[config.mk]
export PLATFORM = sky130hd
export DESIGN_NAME = bch_meggitt_dec
export DESIGN_NICKNAME = d
export VERILOG_FILES = /design/src/rtl/bch_pkg.sv /design/src/rtl/bch_lfsr5.sv /design/src/rtl/bch_meggitt_dec.sv
export SDC_FILE = /design/constraint.sdc
export NUM_CORES = 1
export LEC_CHECK = 0
export ABC_AREA = 1
export BUFFER_PORTS_ARGS = -buffer_cell sky130_fd_sc_hd__buf_2
export CELL_PAD_IN_SITES_DETAIL_PLACEMENT = 1
export CELL_PAD_IN_SITES_GLOBAL_PLACEMENT = 1
export CORE_ASPECT_RATIO = 1.5
export CORE_MARGIN = 8
export CORE_UTILIZATION = 41
export DETAILED_ROUTE_END_ITERATION = 16
export PLACE_DENSITY = 0.77
export SLEW_MARGIN = 30
export SYNTH_ARGS = -nofsm -noshare
export SYNTH_HDL_FRONTEND = slang
export SYNTH_SLANG_ARGS = --single-unit
[constraint.sdc]
create_clock -name clk -period 2.91 [get_ports clk]
set_input_delay 0.1455 -clock clk [delete_from_list [all_inputs] [get_ports clk]]
set_output_delay 0.1455 -clock clk [all_outputs]
set_load 0.05 [all_outputs]
[src/rtl/bch_pkg.sv]
// rtl/bch_pkg.sv - BCH(31,26) code constants and decoder state encoding
package bch_pkg;
  localparam int N = 31;
  localparam int K = 26;
  localparam int M = 5;
  localparam logic [4:0] G_LOW = 5'b00101;
  localparam logic [4:0] MATCH = 5'b10010;

  typedef enum logic [1:0] {
    ST_IDLE,
    ST_SYND,
    ST_CORR,
    ST_DONE
  } state_t;
endpackage

[src/rtl/bch_lfsr5.sv]
// rtl/bch_lfsr5.sv - 5-bit shifter computing s <= s*x + din mod g
module bch_lfsr5
  import bch_pkg::*;
(
  input  logic         clk,
  input  logic         rst,
  input  logic         clr,
  input  logic         en,
  input  logic         din,
  output logic [M-1:0] s
);

  logic [M-1:0] r_s;

  always_ff @(posedge clk or posedge rst) begin
    if (rst) begin
      r_s <= '0;
    end else if (clr) begin
      r_s <= '0;
    end else if (en) begin
      r_s <= {r_s[M-2:0], din} ^ (r_s[M-1] ? G_LOW : 5'b00000);
    end
  end

  assign s = r_s;

endmodule

[src/rtl/bch_meggitt_dec.sv]
// rtl/bch_meggitt_dec.sv - single-error Meggitt decoder for BCH(31,26), g = x^5+x^2+1
module bch_meggitt_dec
  import bch_pkg::*;
(
  input  logic          clk,
  input  logic          rst,
  input  logic          in_valid,
  output logic          in_ready,
  input  logic [N-1:0]  in_code,
  output logic          out_valid,
  input  logic          out_ready,
  output logic [K-1:0]  out_data,
  output logic          out_corrected,
  output logic [4:0]    out_err_pos,
  output logic          busy
);

  state_t       r_state;
  logic [N-1:0] r_buf;
  logic [4:0]   r_cnt;
  logic [K-1:0] r_out_data;
  logic         r_corrected;
  logic [4:0]   r_err_pos;
  logic         r_out_valid;

  logic [M-1:0] w_s;
  logic         w_accept;
  logic         w_match;
  logic         w_last;

  assign w_accept = (r_state == ST_IDLE) && in_valid;
  assign w_match  = (r_state == ST_CORR) && (w_s == MATCH);
  assign w_last   = (r_cnt == 5'd30);

  // Buffer rotates left in both passes, so bit 30 is always the bit under test
  // and 31 rotations restore the original order.
  bch_lfsr5 u_lfsr (
    .clk (clk),
    .rst (rst),
    .clr (w_accept || w_match),
    .en  ((r_state == ST_SYND) || (r_state == ST_CORR)),
    .din ((r_state == ST_SYND) ? r_buf[N-1] : 1'b0),
    .s   (w_s)
  );

  always_ff @(posedge clk or posedge rst) begin
    if (rst) begin
      r_state     <= ST_IDLE;
      r_buf       <= '0;
      r_cnt       <= '0;
      r_out_data  <= '0;
      r_corrected <= 1'b0;
      r_err_pos   <= '0;
      r_out_valid <= 1'b0;
    end else begin
      case (r_state)
        ST_IDLE: begin
          if (in_valid) begin
            r_buf       <= in_code;
            r_cnt       <= '0;
            r_corrected <= 1'b0;
            r_err_pos   <= '0;
            r_state     <= ST_SYND;
          end
        end
        ST_SYND: begin
          r_buf <= {r_buf[N-2:0], r_buf[N-1]};
          r_cnt <= w_last ? 5'd0 : r_cnt + 5'd1;
          if (w_last) r_state <= ST_CORR;
        end
        ST_CORR: begin
          r_buf <= {r_buf[N-2:0], r_buf[N-1] ^ w_match};
          if (w_match) begin
            r_corrected <= 1'b1;
            r_err_pos   <= 5'd30 - r_cnt;
          end
          r_cnt <= w_last ? 5'd0 : r_cnt + 5'd1;
          if (w_last) r_state <= ST_DONE;
        end
        ST_DONE: begin
          // First DONE cycle publishes the data word; it then holds until accepted.
          if (!r_out_valid) begin
            r_out_valid <= 1'b1;
            r_out_data  <= r_buf[N-1:M];
          end else if (out_ready) begin
            r_out_valid <= 1'b0;
            r_state     <= ST_IDLE;
          end
        end
        default: r_state <= ST_IDLE;
      endcase
    end
  end

  assign in_ready      = (r_state == ST_IDLE);
  assign busy          = (r_state == ST_SYND) || (r_state == ST_CORR);
  assign out_valid     = r_out_valid;
  assign out_data      = r_out_data;
  assign out_corrected = r_corrected;
  assign out_err_pos   = r_err_pos;

endmodule

=== After elaboration in Yosys (flattened, before gate mapping) ===
Cells that the tools add are included.

* Mux-type cells: 22
* Reductions and logical operators: 15
* Equality and inequality tests: 11
* Add/subtract/negate cells: 2
* Bitwise logic cells: 3

{| class="wikitable"
|+ Operator list
! cell !! count
|-
| $pmux W31 S3 || 1
|-
| $mux W31 || 1
|-
| $mux W5 || 5
|-
| $pmux W5 S2 || 2
|-
| $ne A2 B2 Y1 const B || 6
|-
| $eq A5 B5 Y1 const B || 2
|-
| $mux W2 || 5
|-
| $pmux W2 S4 || 1
|-
| $reduce_and A2 Y1 || 3
|-
| $reduce_bool A2 Y1 || 3
|-
| $add A5 B1 Y5 const B || 1
|-
| $mux W1 || 5
|-
| $reduce_and A5 Y1 || 1
|-
| $sub A5 B5 Y5 const A || 1
|-
| $xor A5 B5 Y5 || 1
|-
| $eq A2 B2 Y1 const B || 2
|-
| $mux W3 || 1
|-
| $reduce_and A3 Y1 || 1
|-
| $reduce_bool A3 Y1 || 1
|-
| $eq A2 B1 Y1 const B || 1
|-
| $logic_and A1 B1 Y1 || 2
|-
| $logic_not A2 Y1 || 1
|-
| $logic_or A1 B1 Y1 || 2
|-
| $pmux W1 S2 || 1
|-
| 3 further kinds || 3
|}

* Word-level logic and storage cells: 61
* Input bits: 35
* Register bits after elaboration: 76

=== Longest topological paths before layout ===
Gate-level depths: netlist of the first run.

* Depth in word-level cells: 5
* Gate-level depth with buffers: 10
* Depth with buffers taken out: 10

=== By module ===
A second synthesis of the first run with hierarchy kept.

* Cell total of the unflattened synthesis: 385
* Area, all modules: 3473.3 um^2

{| class="wikitable"
|+ Modules (own cells, without submodules)
! module !! instances !! cells each !! area each (um^2) !! sequential area each (um^2)
|-
| bch_meggitt_dec || 1 || 354 || 3234.4 || 1776.7
|-
| bch_lfsr5 || 1 || 31 || 239.0 || 125.1
|}

=== Worst setup path before layout of the first run ===
No wires, ideal clock.

* Kind: register -> register
* Start point: register r_state[0]
* End point: register r_buf[10]
* Path slack: 945 ps
* Arrival time: 1883 ps
* Data required time: 2828 ps
* Clock period less this slack: 1965 ps
* Cell stages (with the launch flop): 7
* Cells stage by stage: dfrtp_1 > inv_1 > ha_1 > buf_2 > clkbuf_1 > nand3_1 > a22oi_2

* Cells in the longest elaborated chain, start to end: 3

{| class="wikitable"
|+ RTL lines
! item !! line !! text
|-
| start, declared || bch_meggitt_dec.sv:18 || <nowiki>state_t r_state;</nowiki>
|-
| start signal, assigned || bch_meggitt_dec.sv:48 || <nowiki>r_state <= ST_IDLE;</nowiki>
|-
| start signal, assigned || bch_meggitt_dec.sv:63 || <nowiki>r_state <= ST_SYND;</nowiki>
|-
| start signal, assigned || bch_meggitt_dec.sv:69 || <nowiki>if (w_last) r_state <= ST_CORR;</nowiki>
|-
| $eq A2 B2 Y1, or another cell as far along || bch_meggitt_dec.sv:56 || <nowiki>case (r_state)</nowiki>
|-
| $reduce_bool A3 Y1 (no line) / $ne A2 B2 Y1 (equally long branches) || - ||
|-
| $reduce_and A2 Y1 (no line) || - ||
|-
| end signal, assigned || bch_meggitt_dec.sv:59 || <nowiki>r_buf <= in_code;</nowiki>
|-
| end signal, assigned || bch_meggitt_dec.sv:67 || <nowiki>r_buf <= {r_buf[N-2:0], r_buf[N-1]};</nowiki>
|-
| end signal, assigned || bch_meggitt_dec.sv:72 || <nowiki>r_buf <= {r_buf[N-2:0], r_buf[N-1] ^ w_match};</nowiki>
|-
| end, declared || bch_meggitt_dec.sv:19 || <nowiki>logic [N-1:0] r_buf;</nowiki>
|}

Several ways; a longest one is shown, not always the timed one.
A chain may end at the register's enable or synchronous reset.

=== Final worst setup path of the first run ===
* Start point: register r_state[0]
* End point: register r_buf[1]

Same word-level chain as after synthesis.

==> results of run 1 <==
cells in the final DEF (no fill, tap or decap):
cell and instances:
a211oi_1 1, a21oi_1 42, a22oi_1 6, a22oi_2 20, a31oi_1 1, buf_12 1, buf_2 69, buf_4 5
bufinv_16 1, clkbuf_16 9, clkbuf_8 2, clkinv_2 2, clkinv_4 1, dfrtp_1 76, ha_1 9, inv_1 39
inv_2 3, nand2_1 66, nand2_2 1, nand3_1 34, nor2_1 15, nor2_4 1, o21ai_0 36, o22ai_1 3
or2_2 2, xnor2_1 1, xor2_1 4
path summary, 6_finish.rpt:
kind | startpoint | end | slack (ns) | cells after the start
worst max-delay path | r_state[0]$_DFFE_PP0P_ | r_buf[1]$_DFFE_PP0P_ | 0.67 | 9
worst min-delay path | rst | r_cnt[2]$_DFFE_PP0P_ | -0.02 | 2
worst max register to register | r_state[0]$_DFFE_PP0P_ | r_buf[1]$_DFFE_PP0P_ | 0.67 | 9
worst min register to register | out_data[4]$_DFFE_PP0P_ | out_data[4]$_DFFE_PP0P_ | 0.48 | 2
max in group asynchronous | rst | r_buf[10]$_DFFE_PP0P_ | 2.23 | 3
min in group clk | in_code[9] | r_buf[9]$_DFFE_PP0P_ | 0.09 | 3
flip-flops by register name, summed over array words and instances (netlist names):
register and count:
r_buf 31, u_lfsr.s 5, out_valid 1, r_state 2, out_err_pos 5, out_data 26
r_cnt 5, out_corrected 1
cell type report:
type / instances / area share (%)
clock buffers: 11 / 5.910
clock inverters: 4 / 1.141
multi-input cells: 242 / 32.24
inverters: 42 / 3.686
flip-flops and latches: 76 / 44.47
repair buffers: 75 / 9.421
well taps: 107 / 3.130
cells by family after synthesis:
family / synth area share, %
xor+xnor: 1.231
simple gates: 14.17
buf+inv: 7.806
fa+ha+maj: 3.165
flops: 53.45
compound gates: 20.18
synth_stat cells (all sizes together):
library cell,instances
dfrtp,76
nand2,67
a21oi,42
inv,42
o21ai,36
nand3,34
a22oi,26
nor2,16
buf,12
clkbuf,11
ha,9
xor2,4
o22ai,3
or2,2
a211oi,1
a31oi,1
xnor2,1
worst max-delay path: cells and delay by family (launching register included):
family                     cells  cell delay (ns)
AOI/OAI and AO/OA              1             0.05
adders and majority gates      1             0.24
and+or+nand+nor                3             0.78
buffers and inverters          4             0.62
DFF                            1             0.43
metal layers:
layer	vias up	part of all wire (%)	GRT usage, %
li1	1401	-	-
met5	-	0	0
met1	1431	42	19.27
met2	51	52	28.72
met4	0	1.7	6.667
met3	13	4.2	4.598
through the flow:
step                hold WS, ns  area [sq um]  util, %
global route            0.05840          4277    50.83
global placement         0.3521          3975    47.25
floorplan                0.3334          3558        -
detailed placement       0.3735          3975    47.25
finish                 -0.02333          4277    50.83
CTS                     0.01143          4277    50.83
==> flow_summary.ini, run 1 <==
[run_status]
status = finished, violations left
failed_checks = hold timing

[detailed_routing]
drt_first_pass_iters = 4
antenna_left = 0
first_iter_violations = 150
num_vias = 2896
wl_per_cell_um = 16.65
drc_errors = 0
routed_wl_um = 9274
viasPerCell = 5.199

[grt]
grt_use_total_pct = 16.73
antenna_found_initial = 0
grt-ovfl-total = 0
grt_pass1_vias = 3269
grt_start_max_net_pins = 53
grt_pass1_wl_um = 16040

[place]
io_buffers = 69
dp.cells = 542
dp_slack_ns = 0.6844
gp_congestion = 0.8244
hpwlAfterDp_um = 6518

[clock_tree]
cts_made_buffers = 9
cts_tree = yes
cts_root_buf = clkbuf_16
ctsHoldBuffers = 0
cts-resized-gates = 0
cts_max_level = 3
insertion_delay_ns = 0.34
postCtsSetupRepairBufs = 0
path_clk_slew_ns = 0.06
ctsLongestPathBuffers = 2
clkSinkCount = 76

[final_layout]
drive_gt1_share_pct = 26.00
n_fill_cell = 1019
seqCellArea_sq_um = 1902
multiInputGateArea_sq_um = 1379
final_cells = 557
nets = 490
areaGrowthSynthToFinish_pct = 20.18
diodes = 0

[timing]
fin_crit_ns = 2.239
worst_pin_slew_ns = 0.8353
finalSetupTns_ns = 0
fin_ws_ns = 0.6706
finalClockSkew_ns = 0.007630
max_clock_freq_ghz = 0.4466
holdWs_ns = -0.02333
drv_slew = 0
finalCritPeriodShare_pct = 76.95
slew_headroom_pct = 44.23
setup_viol_count_final = 0
grt_setup_unrepaired = no
hold_viol_final = 34

[floorplanning]
die_h_um = 130.1
ios = 70
core_sq_um = 8413
initial_core_util_pct = 42.30
dieArea_sq_um = 11980
num_rows = 41
die_x_um = 92.07

[yosys]
yosysUniqueCellTypes = 23
netlist_top_cells_area = dfrtp_1 53%, a22oi_2 7.0%, nand2_1 7.0%
synth.largest_area_cell = dfrtp_1
synth_cells = 383
yosysWarnings = 0
syn_area_sq_um = 3558
synth_top_cell_area_share_pct = 53.45
syn_nets = 427
seq_area_frac_synth_pct = 53.45
ys_ff_latch = 76
syn_area_per_cell_sq_um = 9.291

[worst_setup_path]
required_ns = 3.13
critPathSlowestCell = or2_2
start_kind = flop
critical_path.max_stage_delay_ns = 0.53
critPathArrivalTime_ns = 2.46
path_cells = inv_1 -> ha_1 -> inv_2 -> nor2_1 -> or2_2 -> buf_4 -> inv_1 -> nor2_1 -> a21oi_1
end_kind = flop
crit_type = reg -> reg
worst-path-max-fanout = 26

[hold_path]
worstHoldPathType = in -> async

[run]
drv_cap = 0
Power of run 1 is left out: the tool's default activity adds up to more than one toggle a clock period on the data nets, which glitch-free logic cannot reach.
==> run 2, diff against run 1 <==
- CORE_UTILIZATION: 41 -> 37
- PLACE_DENSITY: 0.77 -> 0.74
- clock period: 2.91 -> 1.8 ns (I/O delays scaled with it)
==> run 2 against run 1 <==
The flow now finishes without violations. Critical path depth shrank 5. Largest cell class unchanged. Non-clock buffer count rose by 15. Wire length up 6.0%. Register-to-register slack got worse by 0.58 ns. Die area rose by 9.2%. Worst setup slack worse by 0.58 ns. Critical path type is now reg -> out. Critical endpoint is now busy. Sequential cell count stayed put. Hold slack better by 0.066 ns. First-iteration DRC count decreased by 31%. Cell area increased by 5.4%. Clock skew is 0.0020 ns lower. Sequential share of layout area fell by 2.3 points. Highest routed layer unchanged.
==> flow_summary.ini, run 2 (synthesized netlist as in run 1, its figures left out) <==
[detailed_routing]
drt_first_pass_iters = 4
viasPerCell = 5.148
dr_wl_met3_um = 363
routed_wl_um = 9835
routed.top_layer = met4
num_vias = 2991
antenna_left = 0
drc_errors = 0
wl_met1_um = 3878
first_iter_violations = 103
route.met2.wl_um = 5473
wl_per_cell_um = 16.93

[worst_setup_path]
end_kind = output pin
worst-path-max-fanout = 22
start_kind = flop
crit_type = reg -> out
reg2reg_depth = 8
path_delay_family = buffers and inverters
critPathArrivalTime_ns = 1.62
path_cells = inv_1 -> ha_4 -> buf_6 -> buf_4
required_ns = 1.71
critPathSlowestCell = dfrtp_1
critPathBufInv = 3
critical_path.max_stage_delay_ns = 0.42
crit_cells = 4

[final_layout]
areaGrowthSynthToFinish_pct = 26.69
largest_register = r_buf
mostFrequentLayoutCell = dfrtp_1
diodes = 0
layout_common_cells = 76 x dfrtp_1, 68 x buf_2, 66 x nand2_1
drive_gt1_share_pct = 28.76
largest_reg_flops = 31
nets = 505

[timing]
slew_headroom_pct = 63.70
finalClockSkew_ns = 0.005664
setup_viol_count_final = 0
fin_crit_ns = 1.705
finalSetupTns_ns = 0
hold_viol_final = 0
worst_pin_slew_ns = 0.5434
finalCritPeriodShare_pct = 94.72
max_clock_freq_ghz = 0.5865
drv_slew = 0

[floorplanning]
dieArea_sq_um = 13080
die_x_um = 96.07
die_h_um = 136.1
num_rows = 44
core_sq_um = 9524
initial_core_util_pct = 37.36
ios = 70

[clock_tree]
cts_max_level = 3
cts_root_buf = clkbuf_16
path_clk_slew_ns = 0.06
cts_tree = yes
clkSinkCount = 76
insertion_delay_ns = 0.33
ctsLongestPathBuffers = 2
cts_made_buffers = 9

[grt]
grt_pass1_wl_um = 15580
grt-ovfl-total = 0
antenna_found_initial = 0
grt_pass1_vias = 3233
grt_start_max_net_pins = 59
grt_use_total_pct = 15.27

[run_status]
status = complete, no violations

[place]
gp_congestion = 0.8279
io_buffers = 69
hpwlAfterDp_um = 6657

[hold_path]
hold_path_depth = 3
worstHoldPathType = in -> reg

[run]
drv_cap = 0
run 2: per-layer routing:
layer	vias up	global-route usage [%]
met5	-	0
met2	51	27.58
met4	0	5.579
met1	1496	16.77
li1	1434	-
met3	10	3.206
run 2: path summary, 6_finish.rpt:
| kind | end | slack, ns | start |
|---|---|---|---|
| max reg2reg | r_buf[7]$_DFFE_PP0P_ | 0.09 | r_state[1]$_DFFE_PP0P_ |
| max in group asynchronous | r_buf[14]$_DFFE_PP0P_ | 0.77 | rst |
| max | busy | 0.09 | r_state[1]$_DFFE_PP0P_ |
| min reg2reg | out_data[13]$_DFFE_PP0P_ | 0.48 | out_data[13]$_DFFE_PP0P_ |
| min in group asynchronous | out_data[22]$_DFFE_PP0P_ | 0.35 | rst |
| min | r_buf[9]$_DFFE_PP0P_ | 0.04 | in_code[9] |
run 2: worst min-delay path, cell delays in order:
cell and delay (ns):
buf_2 0.08, a21oi_1 0.06, a22oi_2 0.10
run 2: repair_timing:
item                                   CTS  global route
buffers inserted                         0             4
setup endpoints to repair                1            34
gates cloned                             0             2
gates resized for setup                  1             4
pin swaps                                0             2
hold buffers                             1             0
endpoints found under the hold margin   21             0
run 2: final cells by class:
type	count	area, sq um
fill	1130	5016
inverter	42	165.2
tap	115	143.9
clock inverter	4	47.55
timing repair buffer	90	596.8
clock buffer	12	256.5
multi-input combinational	242	1396
sequential	76	1902
run 2: through the flow:
| stage | hold slack (ns) | utilization, % | instances | instance area (sq um) | setup WS [ns] |
|---|---|---|---|---|---|
| 2_1_floorplan | 0.2779 | - | 383 | 3575 | 0.1074 |
| 3_3_place_gp | 0.1572 | 42.91 | 558 | 4086 | 0.1506 |
| 3_5_place_dp | 0.1636 | 42.91 | 558 | 4086 | 0.03026 |
| 4_1_cts | 0.03853 | 46.23 | 575 | 4403 | 0.008411 |
| 5_1_grt | 0.04277 | 47.33 | 581 | 4508 | -0.01421 |
| 6_report | 0.04308 | 47.33 | 581 | 4508 | 0.09497 |
Power of run 2 is left out for the same reason.
==> run 3, diff against run 2 <==
- CORE_UTILIZATION: 37 -> 45
- PLACE_DENSITY: 0.74 -> 0.84
- clock period: 1.8 -> 2 ns (I/O delays scaled with it)
==> run 3 against run 2 <==
Non-clock buffer count down 10. Sequential share of layout area rose by 1.4 points. First-iteration DRC count rose by 44%. Global-route usage up 3.2 points.
==> flow_summary.ini, run 3 (synthesized netlist as in run 1, its figures left out) <==
[timing]
finalCritPeriodShare_pct = 93.25
setup_viol_count_final = 0
max_clock_freq_ghz = 0.5362
hold_viol_final = 0
fin_crit_ns = 1.865
finalClockSkew_ns = 0.004042
finalSetupTns_ns = 0
slew_headroom_pct = 70.53
fin_ws_ns = 0.1350
drv_slew = 0
worst_pin_slew_ns = 0.4411
grt_setup_unrepaired = no

[grt]
antenna_found_initial = 0
grt-ovfl-total = 0
grt_use_total_pct = 18.45
grt_pass1_wl_um = 15970
grt_pass1_vias = 3262
grt_start_max_net_pins = 53

[final_layout]
layout_common_cells = 75 x dfrtp_1, 68 x buf_2, 66 x nand2_1
utilization_pct = 56.93
largest_register = r_buf
areaGrowthSynthToFinish_pct = 22.57
mostFrequentLayoutCell = dfrtp_1
drive_gt1_share_pct = 26.54
final_cells = 558
diodes = 0
largest_reg_flops = 31
nets = 495

[place]
gp_congestion = 0.8113
hpwlAfterDp_um = 6588
dp.cells = 541
dp_slack_ns = 0.1352
io_buffers = 69

[detailed_routing]
antenna_left = 0
routed_wl_um = 9538
viasPerCell = 5.315
drc_errors = 0
wl_per_cell_um = 17.09
num_vias = 2966
first_iter_violations = 148
drt_first_pass_iters = 4

[worst_setup_path]
crit_type = reg -> out
reg2reg_depth = 8
r2r_end = r_buf[21]$_DFFE_PP0P_
required_ns = 1.90
crit_end = busy
critPathLaunch = r_state[1]$_DFFE_PP0P_
end_kind = output pin
rrSetupSlack_ns = 0.15
start_kind = flop
worst-path-max-fanout = 30
reg2reg_from = r_state[1]$_DFFE_PP0P_
critPathArrivalTime_ns = 1.77

[clock_tree]
path_clk_slew_ns = 0.05
clkSinkCount = 76
ctsLongestPathBuffers = 2
insertion_delay_ns = 0.34
cts_root_buf = clkbuf_16
cts_tree = yes
cts_made_buffers = 9
cts_max_level = 3
postCtsSetupRepairBufs = 0

[floorplanning]
num_rows = 39
initial_core_util_pct = 46.45
core_sq_um = 7661
ios = 70
die_h_um = 124.9
die_x_um = 88.61
dieArea_sq_um = 11070

[run_status]
status = complete, no violations

[hold_path]
worstHoldPathType = in -> reg

[run]
drv_cap = 0
## run 3: per-layer routing
metal	up-vias	wire [um]	track usage (%)
met4	0	218	8.709
met2	60	5154	32.45
met1	1478	3727	20.22
met5	-	0	0
met3	16	438	3.633
li1	1412	-	-
## run 3: worst min-delay path by stage
stage,from,end,slack (ns),depth (start not counted)
finish,in_code[3],r_buf[3]$_DFFE_PP0P_,0.05,3
global placement,rst,r_cnt[2]$_DFFE_PP0P_,0.13,2
global route,in_code[3],r_buf[3]$_DFFE_PP0P_,0.07,3
floorplan,out_ready,out_valid$_DFFE_PP0N_,0.29,3
CTS,in_code[3],r_buf[3]$_DFFE_PP0P_,0.05,3
detailed placement,rst,r_cnt[1]$_DFFE_PP0P_,0.13,2
## run 3: repair_timing
action | in CTS | in global routing
hold endpoints to repair | 16 | 0
gates cloned | 0 | 0
pin swaps | 0 | 0
hold buffers | 1 | 0
endpoints found under the setup margin | 1 | 5
resized for setup | 1 | 4
## run 3: final cells by class
type	count	area, sq um
fillers	927	3299
flip-flops and latches	76	1903
multi-input cells	242	1385
repair buffers	80	486.7
clock buffers	15	267.8
inverters	42	161.4
well taps	102	127.6
clock inverters	1	30.03
## run 3: stage by stage
stage	hold WS [ns]	area [sq um]
after floorplan	0.2879	3562
after global placement	0.1303	4040
after detailed placement	0.1347	4040
after CTS	0.05156	4350
after global routing	0.07277	4362
final	0.05293	4362
## run 3: worst max-delay path, cell delays in order (launching register included)
cell and delay (ns):
dfrtp_1 0.41, inv_1 0.11, ha_1 0.38, buf_6 0.27
buf_4 0.25
Power of run 3 is left out for the same reason.
